==> src/rtl/iram_arbiter_pkg.sv <==
// ------------------------------------------------------------------
// iram_arbiter_pkg : shared types and constants for the IRAM arbiter
// Revision 1.0
// ------------------------------------------------------------------
`default_nettype none

package iram_arbiter_pkg;

  localparam int STARVE_W = 4;

  typedef enum logic [1:0] {
    ST_RUN     = 2'd0,
    ST_DRAIN   = 2'd1,
    ST_LOAD    = 2'd2,
    ST_RELEASE = 2'd3
  } arb_state_e;

  typedef enum logic [1:0] {
    OWN_NONE = 2'd0,
    OWN_IF   = 2'd1,
    OWN_LSU  = 2'd2,
    OWN_LD   = 2'd3
  } owner_e;

endpackage

`default_nettype wire

==> src/rtl/iram_arb_starve.sv <==
// ------------------------------------------------------------------
// iram_arb_starve : saturating count of consecutive denied IF cycles
// Revision 1.0
// ------------------------------------------------------------------
`default_nettype none

module iram_arb_starve
  import iram_arbiter_pkg::*;
#(
  parameter int STARVE_MAX = 4
) (
  input  logic clk,
  input  logic rst_n,
  input  logic inc_i,
  input  logic clr_i,
  output logic max_o
);

  localparam logic [STARVE_W-1:0] CNT_MAX = STARVE_W'(STARVE_MAX);

  logic [STARVE_W-1:0] cnt_q;
  logic [STARVE_W-1:0] cnt_d;

  // Clear dominates so a grant in the same cycle never leaves a stale count
  always_comb begin
    cnt_d = cnt_q;
    if (clr_i) begin
      cnt_d = '0;
    end else if (inc_i && (cnt_q != CNT_MAX)) begin
      cnt_d = cnt_q + 4'd1;
    end
  end

  always_ff @(posedge clk or negedge rst_n) begin
    if (!rst_n) begin
      cnt_q <= '0;
    end else begin
      cnt_q <= cnt_d;
    end
  end

  assign max_o = (cnt_q == CNT_MAX);

endmodule

`default_nettype wire

==> src/rtl/iram_arbiter.sv <==
// ------------------------------------------------------------------
// iram_arbiter : IRAM port-A arbiter for IF / LSU / program loader
// Revision 1.0
// ------------------------------------------------------------------
`default_nettype none

module iram_arbiter
  import iram_arbiter_pkg::*;
#(
  parameter int ADDR_W     = 14,
  parameter int STARVE_MAX = 4
) (
  input  logic              clk,
  input  logic              rst_n,
  input  logic              if_req_i,
  input  logic              lsu_req_i,
  input  logic              ld_req_i,
  input  logic [ADDR_W-1:0] if_addr_i,
  input  logic [ADDR_W-1:0] lsu_addr_i,
  input  logic [ADDR_W-1:0] ld_addr_i,
  input  logic              lsu_we_i,
  input  logic              ld_we_i,
  input  logic [31:0]       lsu_wdata_i,
  input  logic [31:0]       ld_wdata_i,
  input  logic [3:0]        lsu_wem_i,
  input  logic [3:0]        ld_wem_i,
  output logic              if_gnt_o,
  output logic              lsu_gnt_o,
  output logic              ld_gnt_o,
  output logic              if_rvalid_o,
  output logic              lsu_rvalid_o,
  output logic              ld_rvalid_o,
  output logic [31:0]       rdata_o,
  input  logic              ld_mode_i,
  output logic              core_halt_o,
  output logic              core_rst_req_o,
  output logic              mem_en_o,
  output logic              mem_we_o,
  output logic [ADDR_W-1:0] mem_addr_o,
  output logic [31:0]       mem_wdata_o,
  output logic [3:0]        mem_wem_o,
  input  logic [31:0]       mem_rdata_i
);

  arb_state_e state_q;
  arb_state_e state_d;
  owner_e     owner_q;
  owner_e     owner_d;
  logic       core_halt_q;
  logic       core_halt_d;
  logic       core_rst_req_q;
  logic       core_rst_req_d;

  logic if_gnt;
  logic lsu_gnt;
  logic ld_gnt;
  logic starve_max;
  logic starve_inc;
  logic starve_clr;

  iram_arb_starve #(
    .STARVE_MAX (STARVE_MAX)
  ) u_starve (
    .clk   (clk),
    .rst_n (rst_n),
    .inc_i (starve_inc),
    .clr_i (starve_clr),
    .max_o (starve_max)
  );

  // Core requesters only compete in RUN; the loader owns the port in LOAD
  always_comb begin
    if_gnt  = 1'b0;
    lsu_gnt = 1'b0;
    ld_gnt  = 1'b0;
    case (state_q)
      ST_RUN: begin
        if (if_req_i && (starve_max || !lsu_req_i)) begin
          if_gnt = 1'b1;
        end else begin
          lsu_gnt = lsu_req_i;
        end
      end
      ST_LOAD: begin
        ld_gnt = ld_req_i;
      end
      default: begin
      end
    endcase
  end

  always_comb begin
    mem_en_o    = if_gnt | lsu_gnt | ld_gnt;
    mem_we_o    = 1'b0;
    mem_addr_o  = '0;
    mem_wdata_o = '0;
    mem_wem_o   = '0;
    if (if_gnt) begin
      mem_addr_o = if_addr_i;
    end else if (lsu_gnt) begin
      mem_we_o    = lsu_we_i;
      mem_addr_o  = lsu_addr_i;
      mem_wdata_o = lsu_wdata_i;
      mem_wem_o   = lsu_wem_i;
    end else if (ld_gnt) begin
      mem_we_o    = ld_we_i;
      mem_addr_o  = ld_addr_i;
      mem_wdata_o = ld_wdata_i;
      mem_wem_o   = ld_wem_i;
    end
  end

  always_comb begin
    owner_d = OWN_NONE;
    if (if_gnt) begin
      owner_d = OWN_IF;
    end else if (lsu_gnt) begin
      owner_d = OWN_LSU;
    end else if (ld_gnt) begin
      owner_d = OWN_LD;
    end
  end

  assign starve_inc = if_req_i && !if_gnt;
  assign starve_clr = if_gnt || (state_q == ST_RELEASE);

  // DRAIN is committed: once entered, the loader always gets its window
  always_comb begin
    state_d = state_q;
    case (state_q)
      ST_RUN: begin
        if (ld_mode_i) begin
          state_d = ST_DRAIN;
        end
      end
      ST_DRAIN: begin
        if (owner_q == OWN_NONE) begin
          state_d = ST_LOAD;
        end
      end
      ST_LOAD: begin
        if (!ld_mode_i && !ld_gnt && (owner_q == OWN_NONE)) begin
          state_d = ST_RELEASE;
        end
      end
      ST_RELEASE: begin
        state_d = ST_RUN;
      end
      default: begin
        state_d = ST_RUN;
      end
    endcase
    core_halt_d    = (state_d != ST_RUN);
    core_rst_req_d = (state_d == ST_RELEASE);
  end

  always_ff @(posedge clk or negedge rst_n) begin
    if (!rst_n) begin
      state_q        <= ST_RUN;
      owner_q        <= OWN_NONE;
      core_halt_q    <= 1'b0;
      core_rst_req_q <= 1'b0;
    end else begin
      state_q        <= state_d;
      owner_q        <= owner_d;
      core_halt_q    <= core_halt_d;
      core_rst_req_q <= core_rst_req_d;
    end
  end

  assign if_gnt_o       = if_gnt;
  assign lsu_gnt_o      = lsu_gnt;
  assign ld_gnt_o       = ld_gnt;
  assign if_rvalid_o    = (owner_q == OWN_IF);
  assign lsu_rvalid_o   = (owner_q == OWN_LSU);
  assign ld_rvalid_o    = (owner_q == OWN_LD);
  assign rdata_o        = mem_rdata_i;
  assign core_halt_o    = core_halt_q;
  assign core_rst_req_o = core_rst_req_q;

endmodule

`default_nettype wire

==> config.mk <==
export PLATFORM = sky130hd
export DESIGN_NAME = iram_arbiter
export DESIGN_NICKNAME = d
export VERILOG_FILES = /design/src/rtl/iram_arbiter_pkg.sv /design/src/rtl/iram_arb_starve.sv /design/src/rtl/iram_arbiter.sv
export SDC_FILE = /design/constraint.sdc
export NUM_CORES = 1
export LEC_CHECK = 0
export CORE_ASPECT_RATIO = 1.5
export CORE_MARGIN = 8
export CORE_UTILIZATION = 20
export DETAILED_ROUTE_END_ITERATION = 12
export HOLD_SLACK_MARGIN = 0.06
export PLACE_DENSITY = 0.78
export SETUP_SLACK_MARGIN = 0.2
export SYNTH_ARGS = -nofsm -noshare
export SYNTH_HDL_FRONTEND = slang
export SYNTH_SLANG_ARGS = --single-unit
==> constraint.sdc <==
create_clock -name clk -period 1.9 [get_ports clk]
set_clock_uncertainty 0.2 [all_clocks]
set_input_delay 0.38 -clock clk [delete_from_list [all_inputs] [get_ports clk]]
set_output_delay 0.38 -clock clk [all_outputs]
set_load 0.01 [all_outputs]
==> flow_summary.json, run 1 <==
{
  "clock_latency_ns": 0.24,
  "viasPerCell": 4.71,
  "routed-wl-met3_um": 732,
  "ys_seq_area_share_pct": 16.6,
  "synthTopCellsByCount": "a22o_1, buf_4, nor2_1, dfrtp_1",
  "n_antenna_cell": 0,
  "yosysWarnings": 0,
  "hpwlAfterDp_um": 7120,
  "tightest_slew_ns": 0.519,
  "rsz0062_at_grt": "true",
  "cp_data_required_time_ns": 1.32,
  "highest_layer": "met4",
  "cap_violations": 0,
  "syn_inst": 179,
  "gp_congestion": 0.782,
  "synth_async_sr_flop_share_pct": 100,
  "first_global_vias": 2497,
  "cts.clk_slew.worst_paths_ns": 0.05,
  "hold_viol_final": 0,
  "synth_top_area_share_pct": 19.8,
  "finalInstanceArea_mm2": 0.00376,
  "wire_per_inst_um": 19.8,
  "cts_buffers": 3,
  "grtUsageTotal_pct": 16.9,
  "p_seq_share_pct": 10.1,
  "regArea_um2": 253,
  "multi_input_area_mm2": 0.00104,
  "cts.sinks": 10,
  "die_w_um": 86.8,
  "pre_cts_ws_ns": -1.02,
  "rows": 39,
  "fp.coreArea_mm2": 0.00747,
  "cts_tree": "yes",
  "status": "complete, but fails checks",
  "hp-class": "primary input to async pin",
  "n_fill_cell": 714,
  "drive_above_1_share_pct": 39.8,
  "synth_ff_type": "dfrtp_1",
  "p_comb_share_pct": 79.0,
  "ys_seq_elements": 10,
  "p_per_area_mw_per_mm2": 1030,
  "cts-root-buf": "clkbuf_16",
  "port_buffers": 181,
  "wl_met2_um": 5270,
  "finalWorstSetupSlack_ns": -0.571,
  "drtAntennaViolNets": 0,
  "slew-limit-headroom_pct": 65.3,
  "num_io_pins": 246,
  "wirelength_um": 9450,
  "netSwitchingPower_uw": 1510,
  "critPathKind": "flop to primary output",
  "drc": 0,
  "die-area_mm2": 0.0106,
  "period_minus_slack_ns": 2.47,
  "dpl_cell_area_mm2": 0.00341,
  "power.internal_uw": 2380,
  "cp-start-kind": "flop",
  "syn2layout_area_growth_pct": 150,
  "die_h_um": 122,
  "grt_max_degree": 22,
  "synth_most_common_cell": "a22o_1",
  "crit_path_max_incr_delay_ns": 0.39,
  "cp_slowest_cell": "dfrtp_1",
  "grt_first_pass_wirelength_um": 13700,
  "initial_core_util_pct": 20.2,
  "htree_levels": 1,
  "setup_viol": 59,
  "synth_cell_type_count": 38,
  "switching_share_pct": 38.8,
  "ys_top_cells_by_area": "a22o_1, dfrtp_1, buf_4",
  "num_vias": 2241,
  "irDropWorstVdd_uv": 478,
  "drt_iter0_drc": 69,
  "period_share_pct": 130,
  "avgSynthCellArea_um2": 8.41,
  "crit_arrival_ns": 1.89,
  "cts.path.max_buffers": 2,
  "syn_area_mm2": 0.00151,
  "p_leak_uw": 0.00173,
  "drv_slew": 0,
  "fmax_mhz": 405,
  "violations": "negative setup slack",
  "first_pass_iters": 4,
  "m1WireLength_um": 3160,
  "path_cells": "inv_2 -> ha_4 -> nand4b_1 -> buf_4 -> buf_4 -> and3_4 -> a221o_1 -> buf_2",
  "overflow": 0,
  "nNetsFinal": 531,
  "clkPwrFrac_pct": 10.9,
  "crit_top_cell": "buf_4",
  "synth-edff-count": 0,
  "antenna_found_initial": 0,
  "syn-num-nets": 335,
  "worstSetupEndpointType": "primary output",
  "synth_top_cell_by_area": "a22o_1",
  "cp_max_fo": 4
}
==> flip-flops by register name, summed over array words and instances (netlist names) <==
register	cells
u_starve.cnt_q	4
core_rst_req_o	1
core_halt_o	1
state_q	2
owner_q	2
==> layout make-up <==
class,instances,share of cell area (%)
timing repair buffer,238,59.4
multi-input combinational,117,27.6
sequential,10,6.72
tap,102,3.39
clock buffer,4,2.36
inverter,5,0.499
==> kinds of logic (layout without fill, tap and decap cells) <==
logic type                 after synthesis  in the layout  share of synthesized area (%)
DFF                                     10             10                           16.6
and+or+nand+nor                         47             47                           18.0
adders and majority gates                2              2                           1.66
AOI/OAI and AO/OA                       67             67                           38.6
muxes                                    1              1                          0.665
buffers and inverters                   52            247                           24.4
==> power by group through the flow <==
stage                     sequential (uW)  combinational, uW  clock, uW
after global placement                399               2660          0
after detailed placement              405               2700          0
final                                 393               3070        425
after CTS                             391               2950        435
after global routing                  403               3300        441
after floorplan                       378               1300          0
==> worst max-delay path: cells and delay by family, from the launching register on <==
kind,cells,cell delay (ns)
simple gates,2,0.32
compound gates,1,0.26
fa+ha+maj,1,0.15
flops,1,0.39
buf+inv,4,0.52
==> layout by cell type, fill, tap and decap left out, types with 6 or more instances in the layout <==
cell type	instances
clkdlybuf4s50_1	120
buf_6	24
buf_4	28
a22o_1	34
buf_16	6
and3_4	6
nor2_1	11
dfrtp_1	8
a221o_1	8
buf_2	49
==> path summary, 6_finish.rpt <==
path	slack, ns	cells after the start	start	to
max reg2reg	-0.11	10	u_starve.cnt_q[1]	u_starve.cnt_q[2]
min in group clk	0.38	3	ld_req_i	core_rst_req_o
min	0.29	1	rst_n	u_starve.cnt_q[2]
max in group asynchronous	0.83	1	rst_n	state_q[1]
max	-0.57	8	u_starve.cnt_q[1]	mem_addr_o[13]
min reg2reg	0.39	2	owner_q[1]	state_q[1]
==> layer usage <==
layer  vias up  global-route usage [%]
li1       1047                       -
met1      1052                    16.1
met2       108                    33.0
met3        34                    4.89
met4         0                    5.95
met5         -                       0
==> per-stage QoR <==
stage	util, %	hold WS (ns)	TNS (ns)	std cells	power (uW)
after floorplan	-	-0.116	-4.71	179	1680
after global placement	45.6	0.327	-50.80	439	3060
after detailed placement	45.6	0.339	-52.21	439	3100
after CTS	49.0	0.320	-27.01	474	3780
after global routing	50.4	0.317	-31.09	476	4140
final	50.4	0.288	-26.43	476	3890
==> timing repair <==
action	4_1_cts	5_1_grt
buffers inserted	24	2
resized for setup	258	18
pin swaps	11	13
endpoints found under the hold margin	0	0
cloned	7	0
endpoints found under the setup margin	63	62
hold buffers	0	0
(Power assumes the default switching activity.)
==> run 2: changes to the inputs <==
ABC_CLOCK_PERIOD_IN_PS = 1900   (was not set)
==> results of run 2 <==
No change in the layout: final DEF, timing and power equal those of run 1.
==> run 3: changes to the inputs <==
==> constraint.sdc (replaced) <==
create_clock -name clk -period 1.9 [get_ports clk]
set_clock_uncertainty 0.2 [all_clocks]
set_input_delay 0.285 -clock clk [delete_from_list [all_inputs] [get_ports clk]]
set_output_delay 0.285 -clock clk [all_outputs]
set_load 0.01 [all_outputs]
==> run 3 against run 2 <==
  * The flow still finishes with violations (negative setup slack)
  * Global-route usage grew 0.11 points
  * Power shrank 2.2%
  * Routed wire length grew 1.3%
  * Die area is the same
  * Critical path type unchanged
  * Sequential cell count is the same
  * Hold slack lost 0.097 ns
  * Cell count shrank 1.3%
  * Clock power shrank 1%
==> flow_summary.json, run 3 (synthesis results as in run 1) <==
{
  "status": "complete, but fails checks",
  "violations": "negative setup slack",
  "drv_slew": 0,
  "grt_max_degree": 26,
  "setup_viol": 59,
  "die_h_um": 122,
  "cp_data_required_time_ns": 1.41,
  "period_minus_slack_ns": 2.38,
  "grt_util_met3_pct": 6.77,
  "initial_core_util_pct": 20.2,
  "num_vias": 2216,
  "hp-class": "primary input to async pin",
  "rsz0062_at_grt": "true",
  "reg2reg_depth": 12,
  "finalWorstSetupSlack_ns": -0.484,
  "whs_ns": 0.191,
  "path_delay_family": "buffers and inverters",
  "irDropWorstVdd_uv": 377,
  "gp_congestion": 0.819,
  "drive_above_1_share_pct": 38.9,
  "drc": 0,
  "cts.path.max_buffers": 2,
  "dpl_cell_area_mm2": 0.00341,
  "nNetsFinal": 525,
  "viasPerCell": 4.71,
  "period_share_pct": 125,
  "grt.met2_usage_pct": 33.9,
  "first_global_vias": 2535,
  "finalInstanceArea_mm2": 0.00371,
  "fp.coreArea_mm2": 0.00747,
  "cp_num_cells": 8,
  "wirelength_um": 9570,
  "layout_commonest_cell": "clkdlybuf4s50_1",
  "tightest_slew_ns": 0.510,
  "crit_buf_inv": 4,
  "worstSetupEndpointType": "primary output",
  "hpwlAfterDp_um": 7610,
  "grtUsageTotal_pct": 17.0,
  "fin_util_pct": 49.7,
  "cp-start-kind": "flop",
  "drtAntennaViolNets": 0,
  "use_met1_pct": 13.6,
  "fmax_mhz": 419,
  "antenna_found_initial": 0,
  "path_cells": "inv_2 -> ha_4 -> nand4b_1 -> buf_4 -> buf_8 -> and3_4 -> a221o_1 -> buf_2",
  "crit_path_max_incr_delay_ns": 0.39,
  "top_register": "u_starve.cnt_q",
  "first_pass_iters": 6,
  "p_per_area_mw_per_mm2": 1020,
  "grt_first_pass_wirelength_um": 13700,
  "clock_latency_ns": 0.24,
  "cp_max_fo": 10,
  "reg.largest.list": "u_starve.cnt_q (4), owner_q (2), state_q (2)",
  "drt_iter0_drc": 55,
  "p_leak_uw": 0.00169,
  "rows": 39,
  "port_buffers": 181,
  "die-area_mm2": 0.0106,
  "dp.cells": 439,
  "cts-root-buf": "clkbuf_16",
  "cts_buffers": 3,
  "mostFrequentLayoutCells": "clkdlybuf4s50_1, buf_2, a22o_1",
  "cts_tree": "yes",
  "pre_cts_ws_ns": -0.813,
  "grt_busiest_layer": "met2",
  "cap_violations": 0,
  "overflow": 0,
  "slew-limit-headroom_pct": 65.9,
  "cts.clk_slew.worst_paths_ns": 0.04,
  "die_w_um": 86.8,
  "largest_register_ffs": 4,
  "n_antenna_cell": 0,
  "cts.sinks": 10,
  "cp_slowest_cell": "dfrtp_1",
  "htree_levels": 1,
  "wire_per_inst_um": 20.4,
  "fin_cells": 470,
  "syn2layout_area_growth_pct": 147,
  "critPathKind": "flop to primary output",
  "hold_viol_final": 0,
  "num_io_pins": 246,
  "crit_arrival_ns": 1.90
}
run 3: worst paths after layout:
path                                   start                 to  slack, ns
min in group clk                    ld_req_i     core_rst_req_o       0.30
hold / removal                         rst_n  u_starve.cnt_q[1]       0.19
hold reg to reg                   owner_q[0]         state_q[1]       0.39
setup reg to reg           u_starve.cnt_q[0]  u_starve.cnt_q[3]      -0.24
setup / recovery           u_starve.cnt_q[0]     mem_addr_o[12]      -0.48
max in group asynchronous              rst_n         state_q[1]       0.94
run 3: layer usage:
layer  share of wire, %  vias to the layer above
li1                   -                     1031
met1                 29                     1033
met5                  0                        -
met3                 10                       42
met4                4.0                        0
met2                 57                      110
run 3: layout make-up:
| type | count | area, um^2 |
|---|---|---|
| Multi-Input combinational cell | 117 | 1050 |
| Clock buffer | 4 | 88.8 |
| Sequential cell | 10 | 253 |
| Inverter | 5 | 23.8 |
| Fill cell | 683 | 3750 |
| Timing Repair Buffer | 232 | 2170 |
| Tap cell | 102 | 128 |
run 3: per-stage QoR:
| step | setup TNS (ns) | power [uW] |
|---|---|---|
| after floorplan | -0.543 | 1680 |
| after global placement | -39.54 | 3080 |
| after detailed placement | -41.06 | 3120 |
| after CTS | -21.37 | 3710 |
| after global routing | -26.25 | 4050 |
| final | -21.35 | 3800 |
run 3: report_power, final:
group          switching [uW]  internal [uW]  total [uW]
clock network             102            317         419
logic                    1290           1710        3000
registers                83.5            297         381
run 3: repair_timing:
| item | CTS | global route |
|---|---|---|
| gates resized for setup | 265 | 16 |
| buffers inserted | 20 | 2 |
| hold buffers | 0 | 0 |
| cloned | 5 | 0 |
| pin swaps | 8 | 6 |
| setup endpoints to repair | 63 | 62 |
